<file path="src/rtl/aes_pkg.sv">
// Shared AES types and constants for the iterative MixColumns datapath.
package aes_pkg;

  typedef enum logic [1:0] {
    ST_IDLE,
    ST_BUSY,
    ST_DONE
  } state_e;

  typedef logic [7:0] aes_byte_t;

  // Index 3 is row 0 so a column maps MSB-first onto the 128-bit bus.
  typedef aes_byte_t [3:0] column_t;

  // Index 3 is column 0, matching the in_data byte order.
  typedef column_t [3:0] state_t;

  localparam aes_byte_t AES_POLY = 8'h1b;

endpackage

</file>
<file path="src/rtl/mix_column_comb.sv">
// Combinational single-column MixColumns / InvMixColumns.
module mix_column_comb
  import aes_pkg::*;
(
  input  column_t    col_i,
  input  logic       inv_i,
  output column_t    col_o
);

  aes_byte_t a0, a1, a2, a3;
  aes_byte_t u1, u, v1, v;
  aes_byte_t p0, p1, p2, p3;
  aes_byte_t t;
  aes_byte_t x01, x12, x23, x30;

  assign a0 = col_i[3];
  assign a1 = col_i[2];
  assign a2 = col_i[1];
  assign a3 = col_i[0];

  // Inverse = forward applied after folding in 4*(a0^a2) / 4*(a1^a3).
  xtime u_xu1 (.a(a0 ^ a2), .y(u1));
  xtime u_xu2 (.a(u1),      .y(u));
  xtime u_xv1 (.a(a1 ^ a3), .y(v1));
  xtime u_xv2 (.a(v1),      .y(v));

  assign p0 = inv_i ? (a0 ^ u) : a0;
  assign p1 = inv_i ? (a1 ^ v) : a1;
  assign p2 = inv_i ? (a2 ^ u) : a2;
  assign p3 = inv_i ? (a3 ^ v) : a3;

  assign t = p0 ^ p1 ^ p2 ^ p3;

  xtime u_x01 (.a(p0 ^ p1), .y(x01));
  xtime u_x12 (.a(p1 ^ p2), .y(x12));
  xtime u_x23 (.a(p2 ^ p3), .y(x23));
  xtime u_x30 (.a(p3 ^ p0), .y(x30));

  assign col_o = {p0 ^ t ^ x01, p1 ^ t ^ x12, p2 ^ t ^ x23, p3 ^ t ^ x30};

endmodule

</file>
<file path="src/rtl/xtime.sv">
// GF(2^8) multiply-by-two, reduced modulo x^8+x^4+x^3+x+1.
module xtime
  import aes_pkg::*;
(
  input  logic [7:0] a,
  output logic [7:0] y
);

  assign y = {a[6:0], 1'b0} ^ (a[7] ? AES_POLY : 8'h00);

endmodule

</file>
<file path="src/rtl/mix_columns_iter.sv">
// Iterative MixColumns: one column per cycle through a shared column unit,
// with valid/ready handshakes on both sides.
module mix_columns_iter
  import aes_pkg::*;
(
  input  logic         clk,
  input  logic         rst,
  input  logic         in_valid,
  output logic         in_ready,
  input  logic [127:0] in_data,
  input  logic         in_inv,
  output logic         out_valid,
  input  logic         out_ready,
  output logic [127:0] out_data
);

  state_e     fsm_q, fsm_d;
  logic [1:0] cnt_q, cnt_d;
  state_t     data_q, data_d;
  logic       inv_q, inv_d;

  column_t    col_in, col_out;

  // Column c lives at packed index 3-c, which for two bits is ~c.
  assign col_in = data_q[~cnt_q];

  mix_column_comb u_col (
    .col_i (col_in),
    .inv_i (inv_q),
    .col_o (col_out)
  );

  always_comb begin
    fsm_d     = fsm_q;
    cnt_d     = cnt_q;
    data_d    = data_q;
    inv_d     = inv_q;
    in_ready  = 1'b0;
    out_valid = 1'b0;
    case (fsm_q)
      ST_IDLE: begin
        in_ready = ~rst;
        if (in_valid) begin
          data_d = in_data;
          inv_d  = in_inv;
          cnt_d  = 2'd0;
          fsm_d  = ST_BUSY;
        end
      end
      ST_BUSY: begin
        data_d[~cnt_q] = col_out;
        cnt_d          = cnt_q + 2'd1;
        if (cnt_q == 2'd3) fsm_d = ST_DONE;
      end
      ST_DONE: begin
        out_valid = 1'b1;
        if (out_ready) fsm_d = ST_IDLE;
      end
      default: fsm_d = ST_IDLE;
    endcase
  end

  always_ff @(posedge clk) begin
    if (rst) begin
      fsm_q  <= ST_IDLE;
      cnt_q  <= 2'd0;
      data_q <= '0;
      inv_q  <= 1'b0;
    end else begin
      fsm_q  <= fsm_d;
      cnt_q  <= cnt_d;
      data_q <= data_d;
      inv_q  <= inv_d;
    end
  end

  assign out_data = data_q;

endmodule

</file>
<file path="config.mk">
export PLATFORM = sky130hd
export DESIGN_NAME = mix_columns_iter
export DESIGN_NICKNAME = d
export VERILOG_FILES = /design/src/rtl/aes_pkg.sv /design/src/rtl/mix_column_comb.sv /design/src/rtl/xtime.sv /design/src/rtl/mix_columns_iter.sv
export SDC_FILE = /design/constraint.sdc
export NUM_CORES = 1
export LEC_CHECK = 0
export ABC_AREA = 1
export BUFFER_PORTS_ARGS = -buffer_cell sky130_fd_sc_hd__clkbuf_2
export CORE_AREA = 2 2 177 179
export CTS_BUF_LIST = sky130_fd_sc_hd__clkbuf_8 sky130_fd_sc_hd__clkbuf_16
export CTS_CLUSTER_DIAMETER = 120
export CTS_CLUSTER_SIZE = 12
export DETAILED_ROUTE_END_ITERATION = 12
export DIE_AREA = 0 0 179 181
export SYNTH_ARGS = -nofsm -noshare
export SYNTH_HDL_FRONTEND = slang
export SYNTH_SLANG_ARGS = --single-unit
</file>
<file path="constraint.sdc">
create_clock -name clk -period 6.8 [get_ports clk]
set_input_delay 1.02 -clock clk [delete_from_list [all_inputs] [get_ports clk]]
set_output_delay 1.02 -clock clk [all_outputs]
set_load 0.02 [all_outputs]
</file>
# Yosys cells after proc, flatten, opt, wreduce, memory -nomap -nowiden
# Cells that the tools add are included.
[word_totals]
ff_bits = 133
input_bits = 133
output_inout_bits = 130
elab_cells = 91
[classes]
addsub = 1
order_cmp = 2
eq_ne = 6
n_mux = 27
bitwise_logic = 30
n_reduce_logical = 6
[op_table]
columns = ["op", "count"]
rows = [
  ["$pmux W128 S2", 1],
  ["$xor A8 B8 Y8", 28],
  ["$bwmux W128", 1],
  ["$mux W128", 1],
  ["$bmux W32 S2", 1],
  ["$demux W32 S2", 1],
  ["$mux W32", 2],
  ["$mux W5", 8],
  ["$mux W8", 4],
  ["$mux W2", 4],
  ["$ne A2 B2 Y1 const B", 3],
  ["$pmux W2 S3", 1],
  ["$eq A2 B2 Y1 const B", 2],
  ["$pmux W2 S2", 1],
  ["$reduce_and A2 Y1", 2],
  ["$lt A2 B3 Y1 const B", 1],
  ["$reduce_and A3 Y1", 1],
  ["$add A2 B1 Y2 const B", 1],
  ["$eq A2 B1 Y1 const B", 1],
  ["$ge A2 B1 Y1 const B", 1],
  ["$logic_not A2 Y1", 1],
  ["$mux W1", 2],
  ["$not A2 Y2", 1],
  ["$reduce_bool A2 Y1", 1],
  ["other kinds (2)", 2],
]

# Logic depth before layout (Yosys ltp)
# Gate-level depths: netlist of run 1.
[logic_depth]
depth_word = 17
depth_mapped = 23
depth_no_buf = 20

# Modules after synthesis
# Synthesis of run 1 repeated with hierarchy kept, for this count alone.
[unflattened]
hier_cells = 2161
area_unflattened_um2 = 11683.7
[modules_own_cells]
columns = ["module", "instances", "cells_per_inst", "area_per_inst_um2", "seq_area_each_um2"]
rows = [
  ["mix_columns_iter", 1, 1503, 8473.1, 2662.6],
  ["mix_column_comb", 1, 514, 2519.9, 0.0],
  ["xtime", 8, 18, 86.3, 0.0],
]

# Least setup slack after synthesis of run 1
# Ideal clock, no wire load.
[synth_path]
path_kind = "input port to output port"
from = "input rst"
to = "output in_ready"
arrival_ps = 1643
required_time_ps = 5780
setup_slack_ps = 4137
path_stages = 2
path_buffers = 1
path_cell_list = "clkbuf_1 nor3_1"
[synth_between]
elab_chain_len = 2
[synth_lines]
columns = ["element", "line", "source"]
rows = [
  ["start: declaration", "mix_columns_iter.sv:7", "input logic rst,"],
  ["$not A1 Y1", "mix_columns_iter.sv:42", "in_ready = ~rst;"],
  ["$mux W1", "mix_columns_iter.sv:40", "case (fsm_q)"],
  ["end: declaration", "mix_columns_iter.sv:9", "output logic in_ready,"],
]
# No other way between the ends.

# Worst setup path in the final report of run 1
[layout_path]
from = "register cnt_q[0]"
to = "register data_q (netlist bit out_data[9])"
[layout_between]
elab_chain_len = 16
word_cells_on_any_way = 36
classes_between = "order compare: 2; mux: 15; bitwise: 18; reduce/logical: 1"
[layout_lines]
columns = ["element", "line", "source"]
rows = [
  ["start: declaration", "mix_columns_iter.sv:18", "logic [1:0] cnt_q, cnt_d;"],
  ["start signal: assignment", "mix_columns_iter.sv:71", "cnt_q <= cnt_d;"],
  ["$not A2 Y2 (*)", "mix_columns_iter.sv:25, mix_columns_iter.sv:51", ""],
  ["$bmux W32 S2", "mix_columns_iter.sv:25", "assign col_in = data_q[~cnt_q];"],
  ["$mux W32 (not written as such)", "mix_columns_iter.sv:25", ""],
  ["$xor A8 B8 Y8, on equally long branches", "mix_column_comb.sv:22, mix_column_comb.sv:24", ""],
  ["$mux W5 / $xor A8 B8 Y8 (equally long branches)", "xtime.sv:9", "assign y = {a[6:0], 1'b0} ^ (a[7] ? AES_POLY : 8'h00);"],
  ["$xor A8 B8 Y8 / $mux W5 (equally long branches)", "xtime.sv:9", ""],
  ["$xor A8 B8 Y8", "xtime.sv:9", ""],
  ["$xor A8 B8 Y8, on equally long branches", "mix_column_comb.sv:27, mix_column_comb.sv:28", ""],
  ["$mux W8, on equally long branches", "mix_column_comb.sv:27, mix_column_comb.sv:28", ""],
  ["$xor A8 B8 Y8 (3 in series)", "mix_column_comb.sv:32", "assign t = p0 ^ p1 ^ p2 ^ p3;"],
  ["$xor A8 B8 Y8 (2 in series)", "mix_column_comb.sv:39", "assign col_o = {p0 ^ t ^ x01, p1 ^ t ^ x12, p2 ^ t ^ x23, p3 ^ t ^ x30};"],
  ["$bwmux W128 (*)", "mix_columns_iter.sv:51", "data_d[~cnt_q] = col_out;"],
  ["$pmux W128 S2 (*)", "mix_columns_iter.sv:40", ""],
  ["end signal: assignment", "mix_columns_iter.sv:72", "data_q <= data_d;"],
  ["end: declaration", "mix_columns_iter.sv:19", "state_t data_q, data_d;"],
]
# Every way passes the cells marked *; elsewhere a longest branch is shown, timed or not. The select of a mux whose other input is x is not followed.
# A chain may end at the register's enable or synchronous reset.

==> flow_summary.json, run 1 <==
{
  "outcome": "finished clean",
  "cts_setup_buffers": 0,
  "rows": 64,
  "rrSetupSlack_ns": 3.03,
  "maxCapViolations": 0,
  "fp.dieH_um": 181,
  "vias_per_cell": 5.17,
  "tightest_slew_ns": 0.915,
  "synth.most_common_cell": "nand2_1",
  "ys_top_cells_by_count": "785 x nand2_1, 211 x nand3_1, 155 x inv_1, 133 x dfxtp_1, 120 x o21ai_0",
  "cp-start-kind": "flip-flop",
  "first_global_vias": 11900,
  "syn_inst": 1816,
  "avgRoutedWirePerCell_um": 18.1,
  "slew_headroom_pct": 39.0,
  "syn2layout_area_growth_pct": 19.2,
  "cp-end-kind": "flip-flop",
  "path_class": "reg -> reg",
  "fillers": 3341,
  "cts.path.max_buffers": 2,
  "first_pass_iters": 6,
  "rsz0062_at_grt": "false",
  "intPower_mw": 2.01,
  "worstSkewPairLatency_ns": 0.44,
  "core_sq_mm": 0.0303,
  "htree_levels": 4,
  "r2r_end": "out_data[9]",
  "final-seq-area_sq_mm": 0.00267,
  "cts_resized": 0,
  "netlist_area_sq_mm": 0.0105,
  "yosys.area.top_type_share_pct": 27.9,
  "layout-drive-gt1-share_pct": 19.3,
  "ir_drop_mv": 0.174,
  "power_frac_clock_pct": 23.2,
  "drv_slew": 0,
  "hold_viol": 0,
  "initial_core_util_pct": 34.8,
  "share_comb_of_total_power_pct": 53.2,
  "p_sw_mw": 2.08,
  "tns_ns": 0,
  "hpwl_um": 32600,
  "hp-start": "out_data[103]",
  "yosys.area.top_type": "nand2_1",
  "crit_fanout": 45,
  "setup_viol": 0,
  "final_antenna_net_count": 0,
  "dieArea_sq_mm": 0.0324,
  "hp-class": "reg -> reg",
  "numCtsBuffers": 17,
  "crit_start": "cnt_q[0]",
  "worst_clock_skew_ns": 0.0154,
  "synthFlopType": "dfxtp_1",
  "hold_buffers": 0,
  "grt_pass1_wl_um": 66600,
  "ys_warn_count": 0,
  "nets": 2153,
  "fin_cells": 2425,
  "place.gp.congestion": 0.995,
  "arrival_ns": 4.09,
  "ys_seq_elements": 133,
  "ios": 263,
  "clkTransAtPathRegs_ns": 0.07,
  "num_antenna_cells": 0,
  "die_w_um": 179,
  "wl_um": 43900,
  "numPlacedInstances": 2393,
  "grt_usage_pct": 26.7,
  "final_area_sq_mm": 0.0126,
  "drc": 0,
  "regToRegStartpoint": "cnt_q[0]",
  "cts_tree": "built",
  "root_buffer": "clkbuf_16",
  "worstPathRequired_ns": 7.12,
  "p_seq_share_pct": 23.6,
  "antenna_found_initial": 0,
  "synthArstFlopShare_pct": 0,
  "fin_crit_sh_pct": 55.4,
  "p_per_area_mw_per_mm2": 326,
  "p_sw_share_pct": 50.8,
  "synth-seq-area-share_pct": 25.2,
  "overflow": 0,
  "ys_types": 40,
  "clkSinkCount": 133,
  "synth_area_leaders": "nand2_1 28%, dfxtp_1 25%, nand3_1 10%",
  "postPlaceCellArea_sq_mm": 0.0120,
  "endpoint": "out_data[9]",
  "io_buffers": 262,
  "worstRegToRegCells": 15,
  "grt_max_degree": 77,
  "fin_crit_ns": 3.77,
  "syn_avg_cell_area_sq_um": 5.81,
  "leakagePower_nw": 6.84,
  "synth_edf_count": 0,
  "routed-via-count": 12500,
  "syn-num-nets": 1953,
  "multiInputGateArea_sq_mm": 0.00681,
  "fmax_ghz": 0.265,
  "drtIter0Drc": 1116
}
critical path, stage by stage, from the launching register on:
cell and delay (ns):
dfxtp_2 0.76, buf_4 0.54, nand2_1 0.14, nand2_1 0.10, nand2_1 0.05, nand2_1 0.15
nand2_1 0.09, nand2_2 0.19, nand2_1 0.15, nand3_2 0.15, xor2_1 0.41, nand2_1 0.16
nand3_1 0.15, nand3_1 0.28, nand3_1 0.20, a21oi_1 0.08
registers in the layout (all words and copies together), names as in the netlist:
signal / count
out_data: 128
inv_q: 1
cnt_q: 2
fsm_q: 2
power groups by stage:
stage | logic [mW] | clock network, mW | registers, mW
finish | 2.18 | 0.951 | 0.968
floorplan | 1.39 | 0 | 1.04
detailed placement | 2.14 | 0 | 0.983
global placement | 2.13 | 0 | 0.985
global route | 2.38 | 0.981 | 0.977
CTS | 2.15 | 0.954 | 0.966
placed cells by master (no fill, tap or decap), drive strengths merged, types with 10 or more instances in the layout:
cell type,synthesis,final
xor2,57,57
nand2,821,821
clkinv,1,10
nor2,22,22
a21oi,110,110
nand3,223,223
buf,39,12
nand4,12,12
a31oi,24,24
o21ai,122,122
xnor2,14,14
inv,161,161
dfxtp,133,133
clkbuf,54,279
worst min-delay path by stage:
stage | cells after the start | slack, ns | to
2_1_floorplan | 2 | 0.59 | out_data[71]
3_3_place_gp | 2 | 0.54 | out_data[71]
3_5_place_dp | 2 | 0.54 | out_data[103]
4_1_cts | 2 | 0.55 | out_data[103]
5_1_grt | 2 | 0.58 | out_data[103]
6_report | 2 | 0.55 | out_data[103]
layer usage:
metal	global-route usage, %	up-vias	part of all wire [%]
li1	-	6188	-
met1	35.7	5769	44
met2	44.2	521	47
met3	3.49	68	6.4
met4	8.36	0	2.6
met5	0	-	0
metrics by stage:
stage	hold WS, ns	total power [mW]	util [%]	setup slack, ns
2_1_floorplan	0.591	2.43	-	4.14
3_3_place_gp	0.542	3.12	39.5	3.13
3_5_place_dp	0.537	3.12	39.5	3.10
4_1_cts	0.550	4.07	41.4	3.07
5_1_grt	0.585	4.34	41.4	2.77
6_report	0.549	4.10	41.4	3.03
cell families after synthesis:
kind of cell,Yosys count,synth area share (%)
adders and majority gates,4,0.475
xor gates and xnor gates,73,7.39
AOI/OAI and AO/OA,259,12.7
buffers and inverters,255,10.3
DFF,133,25.2
and+or+nand+nor,1092,43.8
layout make-up:
type	count	area share, %
sequential	133	21.2
clock inverter	15	1.24
timing repair buffer	274	11.1
tap	396	3.94
multi-input combinational	1428	54.1
inverter	162	4.93
clock buffer	17	3.38
Power figures use the tool's default switching activity.
==> inputs of run 2 (changes only) <==
--- a/config.mk
+++ b/config.mk
@@ -5,14 +5,14 @@
 export SDC_FILE = /design/constraint.sdc
 export NUM_CORES = 1
 export LEC_CHECK = 0
-export ABC_AREA = 1
+export ABC_AREA = 0
 export BUFFER_PORTS_ARGS = -buffer_cell sky130_fd_sc_hd__clkbuf_2
-export CORE_AREA = 2 2 177 179
+export CORE_AREA = 2 2 156 158
 export CTS_BUF_LIST = sky130_fd_sc_hd__clkbuf_8 sky130_fd_sc_hd__clkbuf_16
 export CTS_CLUSTER_DIAMETER = 120
 export CTS_CLUSTER_SIZE = 12
 export DETAILED_ROUTE_END_ITERATION = 12
-export DIE_AREA = 0 0 179 181
+export DIE_AREA = 0 0 158 160
 export SYNTH_ARGS = -nofsm -noshare
 export SYNTH_HDL_FRONTEND = slang
 export SYNTH_SLANG_ARGS = --single-unit
==> constraint.sdc (replaced) <==
create_clock -name clk -period 3.4 [get_ports clk]
set_input_delay 0.51 -clock clk [delete_from_list [all_inputs] [get_ports clk]]
set_output_delay 0.51 -clock clk [all_outputs]
set_load 0.02 [all_outputs]
==> run 2 against run 1 <==
Against the previous run:
- via count decreased by 37%
- hold slack got worse by 0.24 ns
- non-clock buffer count increased by 37
- critical path depth decreased by 3
- register-to-register slack got worse by 2.9 ns
- die area decreased by 22%
- cell count decreased by 37%
==> flow_summary.json, run 2 <==
{
  "p_seq_share_pct": 21.0,
  "syn_inst": 920,
  "nets": 1321,
  "intPower_mw": 5.49,
  "hpwl_um": 21400,
  "critPathMostFrequentCell": "buf_4",
  "regToRegStartpoint": "cnt_q[1]",
  "drtIter0Drc": 596,
  "cp-end-kind": "flip-flop",
  "fin_crit_ns": 3.30,
  "netlist_area_sq_mm": 0.00819,
  "drt-met1-wl_um": 12500,
  "largest_register_ffs": 128,
  "leakagePower_nw": 4.75,
  "cpPeakStageDelay_ns": 0.60,
  "clkSinkCount": 133,
  "power_frac_clock_pct": 20.8,
  "yosys.area.top_type": "dfxtp_1",
  "worstSkewPairLatency_ns": 0.43,
  "rsz0062_at_grt": "true",
  "whs_ns": 0.308,
  "p_sw_share_pct": 41.8,
  "fmax_ghz": 0.303,
  "worst_clock_skew_ns": 0.00745,
  "vias_per_cell": 5.21,
  "crit_start": "cnt_q[1]",
  "ir_drop_mv": 0.390,
  "fin_cells": 1521,
  "path_class": "reg -> reg",
  "tns_ns": 0,
  "tightest_slew_ns": 0.698,
  "fp.dieH_um": 160,
  "ys_warn_count": 0,
  "dieArea_sq_mm": 0.0253,
  "antenna_found_initial": 0,
  "syn_avg_cell_area_sq_um": 8.90,
  "setup_viol": 0,
  "overflow": 0,
  "rows": 57,
  "synth.most_common_cell": "nor2_1",
  "cts.path.max_buffers": 2,
  "cp-start-kind": "flip-flop",
  "maxCapViolations": 0,
  "ys_types": 38,
  "root_buffer": "clkbuf_16",
  "endpoint": "out_data[68]",
  "crit_fanout": 15,
  "initial_core_util_pct": 34.4,
  "layout-drive-gt1-share_pct": 36.6,
  "final_antenna_net_count": 0,
  "hold_viol": 0,
  "syn-num-nets": 1057,
  "place.gp.congestion": 0.894,
  "numCtsBuffers": 17,
  "die_w_um": 158,
  "slowest_stage": "mux4_2",
  "io_buffers": 262,
  "numPlacedInstances": 1481,
  "dr_wl_met2_um": 14200,
  "fin_crit_sh_pct": 97.1,
  "num_antenna_cells": 0,
  "p_sw_mw": 3.94,
  "synthFlopType": "dfxtp_1",
  "worstPathRequired_ns": 3.69,
  "worstRegToRegCells": 12,
  "arrival_ns": 3.59,
  "wl_um": 29400,
  "cts_tree": "built",
  "routed-via-count": 7925,
  "slew_headroom_pct": 53.5,
  "avgRoutedWirePerCell_um": 19.3,
  "grt_pass1_wl_um": 44300,
  "grt_usage_pct": 23.1,
  "rrSetupSlack_ns": 0.1,
  "ios": 263,
  "synth_edf_count": 0,
  "outcome": "finished clean",
  "ys_top_cells_by_count": "189 x nor2_1, 133 x dfxtp_1, 89 x nand2_1, 88 x xnor2_1, 57 x clkbuf_1",
  "p_per_area_mw_per_mm2": 869,
  "mostFrequentLayoutCells": "261 x clkbuf_2, 189 x nor2_1, 131 x dfxtp_1",
  "first_global_vias": 7826,
  "grt_max_degree": 51,
  "clkTransAtPathRegs_ns": 0.06,
  "first_pass_iters": 5,
  "top_layer_used": "met4",
  "ys_seq_elements": 133,
  "path_cells": "buf_12, mux4_2, xnor2_4, buf_4, xnor2_1, nand2_2, xor2_2, buf_4, xnor2_2, xnor3_2, nand2_1, a21oi_1",
  "r2r_end": "out_data[68]",
  "synth_area_leaders": "dfxtp_1 33%, xnor2_1 9.4%, mux4_2 9.4%",
  "layout_commonest_cell": "clkbuf_2",
  "synthArstFlopShare_pct": 0,
  "hp-class": "in -> reg",
  "share_comb_of_total_power_pct": 58.3,
  "drv_slew": 0,
  "drc": 0,
  "dr_wl_met3_um": 1830,
  "synth-seq-area-share_pct": 32.5,
  "syn2layout_area_growth_pct": 32.5,
  "htree_levels": 4,
  "core_sq_mm": 0.0238,
  "p_total_mw": 9.43,
  "yosys.area.top_type_share_pct": 32.5
}
==> run 2: cell count changes after synthesis, sizes merged, moves of 30 or more <==
cell and change:
nand2 -728, nand3 -222, nor2 +167, inv -158, a21oi -87, xnor2 +83
o21ai -78, nor4 +40, a211oi +35, mux4 +34, buf -30
==> run 2: layout make-up <==
cell class                      instances  area, sq um
Tap cell                              324          405
Clock buffer                           22          494
Inverter                                3         11.3
Sequential cell                       133         2670
Timing Repair Buffer                  311         1720
Fill cell                            2411        13000
Clock inverter                         10          128
Multi-Input combinational cell        718         5430
==> run 2: cells by family (layout without fill, tap and decap cells) <==
kind of cell / count (synthesis) / after routing / synth area share, %
xor gates and xnor gates: 163 / 163 / 22.6
AOI/OAI and AO/OA: 155 / 155 / 11.9
muxes: 34 / 34 / 9.35
adders and majority gates: 4 / 4 / 0.611
and+or+nand+nor: 362 / 362 / 19.1
DFF: 133 / 133 / 32.5
buffers and inverters: 69 / 346 / 3.88
==> run 2: how the worst min path moves through the flow <==
stage / to / slack (ns) / from / cells past startpoint
after floorplan: out_data[88] / 0.57 / out_data[88] / 2
after global placement: out_data[104] / 0.50 / out_data[104] / 2
after detailed placement: out_data[104] / 0.51 / out_data[104] / 2
after CTS: out_data[66] / 0.30 / in_data[66] / 3
after global routing: out_data[2] / 0.32 / in_data[2] / 3
final: out_data[8] / 0.31 / in_data[8] / 3
==> run 2: worst max-delay path: cells and delay by family, from the launching register on <==
kind,cells,cell delay [ns]
buffers and inverters,3,0.52
AOI/OAI and AO/OA,1,0.06
DFF,1,0.42
and+or+nand+nor,2,0.24
muxes,1,0.60
xor gates and xnor gates,5,1.31
==> run 2: routing by layer <==
layer  track usage (%)  vias to the layer above
met3              4.53                       51
met2              37.2                      327
met1              30.3                     3809
met5                 0                        -
li1                  -                     3738
met4              9.50                        0
==> run 2: per-stage QoR <==
stage                     setup WS [ns]  instance area (sq um)  util [%]
after floorplan                   0.279                   8190         -
after global placement            0.112                   9960      41.8
after detailed placement         0.0516                   9960      41.8
after CTS                        0.0356                  10600      44.4
after global routing            -0.0488                  10900      45.6
final                            0.0978                  10900      45.6
==> run 2: power by group through the flow <==
stage | Sequential, mW | Combinational [mW] | Clock (mW)
floorplan | 2.18 | 3.34 | 0
global placement | 2.01 | 4.98 | 0
detailed placement | 2.01 | 5.01 | 0
CTS | 1.97 | 5.05 | 1.97
global route | 2.00 | 5.87 | 2.05
finish | 1.98 | 5.49 | 1.96
==> run 2: timing repair <==
action | in CTS | in global routing
hold buffers | 0 | 0
endpoints found under the setup margin | 0 | 68
gates resized for setup | 0 | 31
setup buffers | 0 | 8
==> inputs of run 3 (changes only) <==
--- a/config.mk
+++ b/config.mk
@@ -6,13 +6,15 @@
 export NUM_CORES = 1
 export LEC_CHECK = 0
 export ABC_AREA = 0
+export ABC_CLOCK_PERIOD_IN_PS = 3400
 export BUFFER_PORTS_ARGS = -buffer_cell sky130_fd_sc_hd__clkbuf_2
-export CORE_AREA = 2 2 156 158
+export CORE_AREA = 2 2 135 137
 export CTS_BUF_LIST = sky130_fd_sc_hd__clkbuf_8 sky130_fd_sc_hd__clkbuf_16
 export CTS_CLUSTER_DIAMETER = 120
 export CTS_CLUSTER_SIZE = 12
 export DETAILED_ROUTE_END_ITERATION = 12
-export DIE_AREA = 0 0 158 160
+export DIE_AREA = 0 0 137 139
+export PLACE_DENSITY = 0.77
 export SYNTH_ARGS = -nofsm -noshare
 export SYNTH_HDL_FRONTEND = slang
 export SYNTH_SLANG_ARGS = --single-unit
==> run 3 against run 2 <==
Against the previous run:
- count of clock-buffer cells in the layout decreased by 3
- critical path depth decreased by 2
- non-clock buffer count is 1 lower
- clock skew is 0.0013 ns higher
- power fell by 0.40%
- sequential power about the same
- worst setup slack better by 0.061 ns
- design area shrank 1.8%
- highest routed layer unchanged
==> flow_summary.json, run 3 (synthesis results as in run 2) <==
{
  "cp-end-kind": "flip-flop",
  "num_antenna_cells": 0,
  "fin_crit_sh_pct": 95.3,
  "worstPathRequired_ns": 3.75,
  "dieArea_sq_mm": 0.0190,
  "fin_cells": 1425,
  "hold_buffers": 0,
  "ir_drop_mv": 0.647,
  "hold_viol": 0,
  "overflow": 0,
  "initial_core_util_pct": 46.4,
  "rows": 49,
  "tightest_slew_ns": 0.727,
  "wl_um": 28100,
  "die_w_um": 137,
  "layout_commonest_cell": "clkbuf_2",
  "whs_ns": 0.308,
  "clkSinkCount": 133,
  "mostFrequentLayoutCells": "261 x clkbuf_2, 189 x nor2_1, 131 x dfxtp_1",
  "fp.dieH_um": 139,
  "dr_wl_met3_um": 2660,
  "setup_viol": 0,
  "top_layer_used": "met4",
  "hpwl_um": 20100,
  "core_sq_mm": 0.0177,
  "dr_wl_met2_um": 13500,
  "io_buffers": 262,
  "drt-met1-wl_um": 11000,
  "maxCapViolations": 0,
  "vias_per_cell": 5.71,
  "routed-via-count": 8138,
  "crit_family": "XOR/XNOR gates",
  "grt_usage_pct": 28.7,
  "first_global_vias": 7827,
  "tns_ns": 0,
  "largest_register_ffs": 128,
  "numCtsBuffers": 17,
  "drc": 0,
  "cp-start-kind": "flip-flop",
  "arrival_ns": 3.60,
  "grt_pass1_wl_um": 42300,
  "p_per_area_mw_per_mm2": 881,
  "worstSkewPairLatency_ns": 0.43,
  "path_cells": "buf_8, mux4_2, xnor2_2, xor3_2, xnor2_1, nand2_2, xnor3_2, xnor2_4, nand2_1, a21oi_1",
  "leakagePower_nw": 4.70,
  "p_total_mw": 9.39,
  "first_pass_iters": 5,
  "cpPeakStageDelay_ns": 0.59,
  "layout-drive-gt1-share_pct": 35.2,
  "cts.path.max_buffers": 2,
  "hp-class": "in -> reg",
  "crit_fanout": 10,
  "htree_levels": 4,
  "fin_crit_ns": 3.24,
  "nets": 1320,
  "critical_path_buf_inv_count": 1,
  "slew_headroom_pct": 51.5,
  "final_antenna_net_count": 0,
  "outcome": "finished clean",
  "slowest_stage": "mux4_2",
  "place.gp.congestion": 0.918,
  "antenna_found_initial": 0,
  "cts_tree": "built",
  "avgRoutedWirePerCell_um": 19.7,
  "drtIter0Drc": 752,
  "fmax_ghz": 0.309,
  "path_class": "reg -> reg",
  "ios": 263,
  "syn2layout_area_growth_pct": 30.2,
  "drv_slew": 0,
  "clkTransAtPathRegs_ns": 0.06,
  "grt_max_degree": 71,
  "numPlacedInstances": 1385,
  "root_buffer": "clkbuf_16",
  "worst_clock_skew_ns": 0.00872
}
## run 3: metrics by stage
step / area (sq um) / util (%) / setup slack [ns]
floorplan: 8190 / - / 0.279
global placement: 9820 / 55.6 / 0.0830
global route: 10700 / 60.4 / -0.0140
finish: 10700 / 60.4 / 0.159
CTS: 10500 / 59.3 / 0.0975
detailed placement: 9820 / 55.6 / 0.0105
## run 3: per-layer routing
layer  global-route usage [%]  vias up
met3                     5.77       71
met1                     37.1     3842
met2                     47.3      497
met4                     10.0        0
li1                         -     3728
met5                        0        -
## run 3: cell type report
| cell class | count | area, sq um |
|---|---|---|
| fillers | 1522 | 6990 |
| well taps | 229 | 287 |
| clock buffers | 19 | 453 |
| clock inverters | 13 | 204 |
| repair buffers | 310 | 1720 |
| multi-input cells | 718 | 5310 |
| inverters | 3 | 11.3 |
| flip-flops and latches | 133 | 2670 |
## run 3: worst min-delay path, stage by stage
cell      delay [ns]
clkbuf_2        0.08
nand2_1         0.04
a211oi_1        0.05
## run 3: repair_timing
action,CTS,global route
setup endpoints to repair,2,42
pin swaps,0,2
setup buffers,0,7
cloned,0,1
gates resized for setup,1,15
## run 3: power breakdown
group,switching [mW],leakage (nW),internal [mW]
Combinational,2.96,3.28,2.38
Clock,0.725,0.317,1.34
Sequential,0.222,1.10,1.77
## run 3: worst paths after layout
kind,startpoint,end,slack [ns],cells after the start
setup / recovery,cnt_q[1],out_data[60],0.16,10
hold / removal,in_data[79],out_data[79],0.31,3
setup reg to reg,cnt_q[1],out_data[60],0.16,10
hold reg to reg,out_data[6],out_data[6],0.51,2
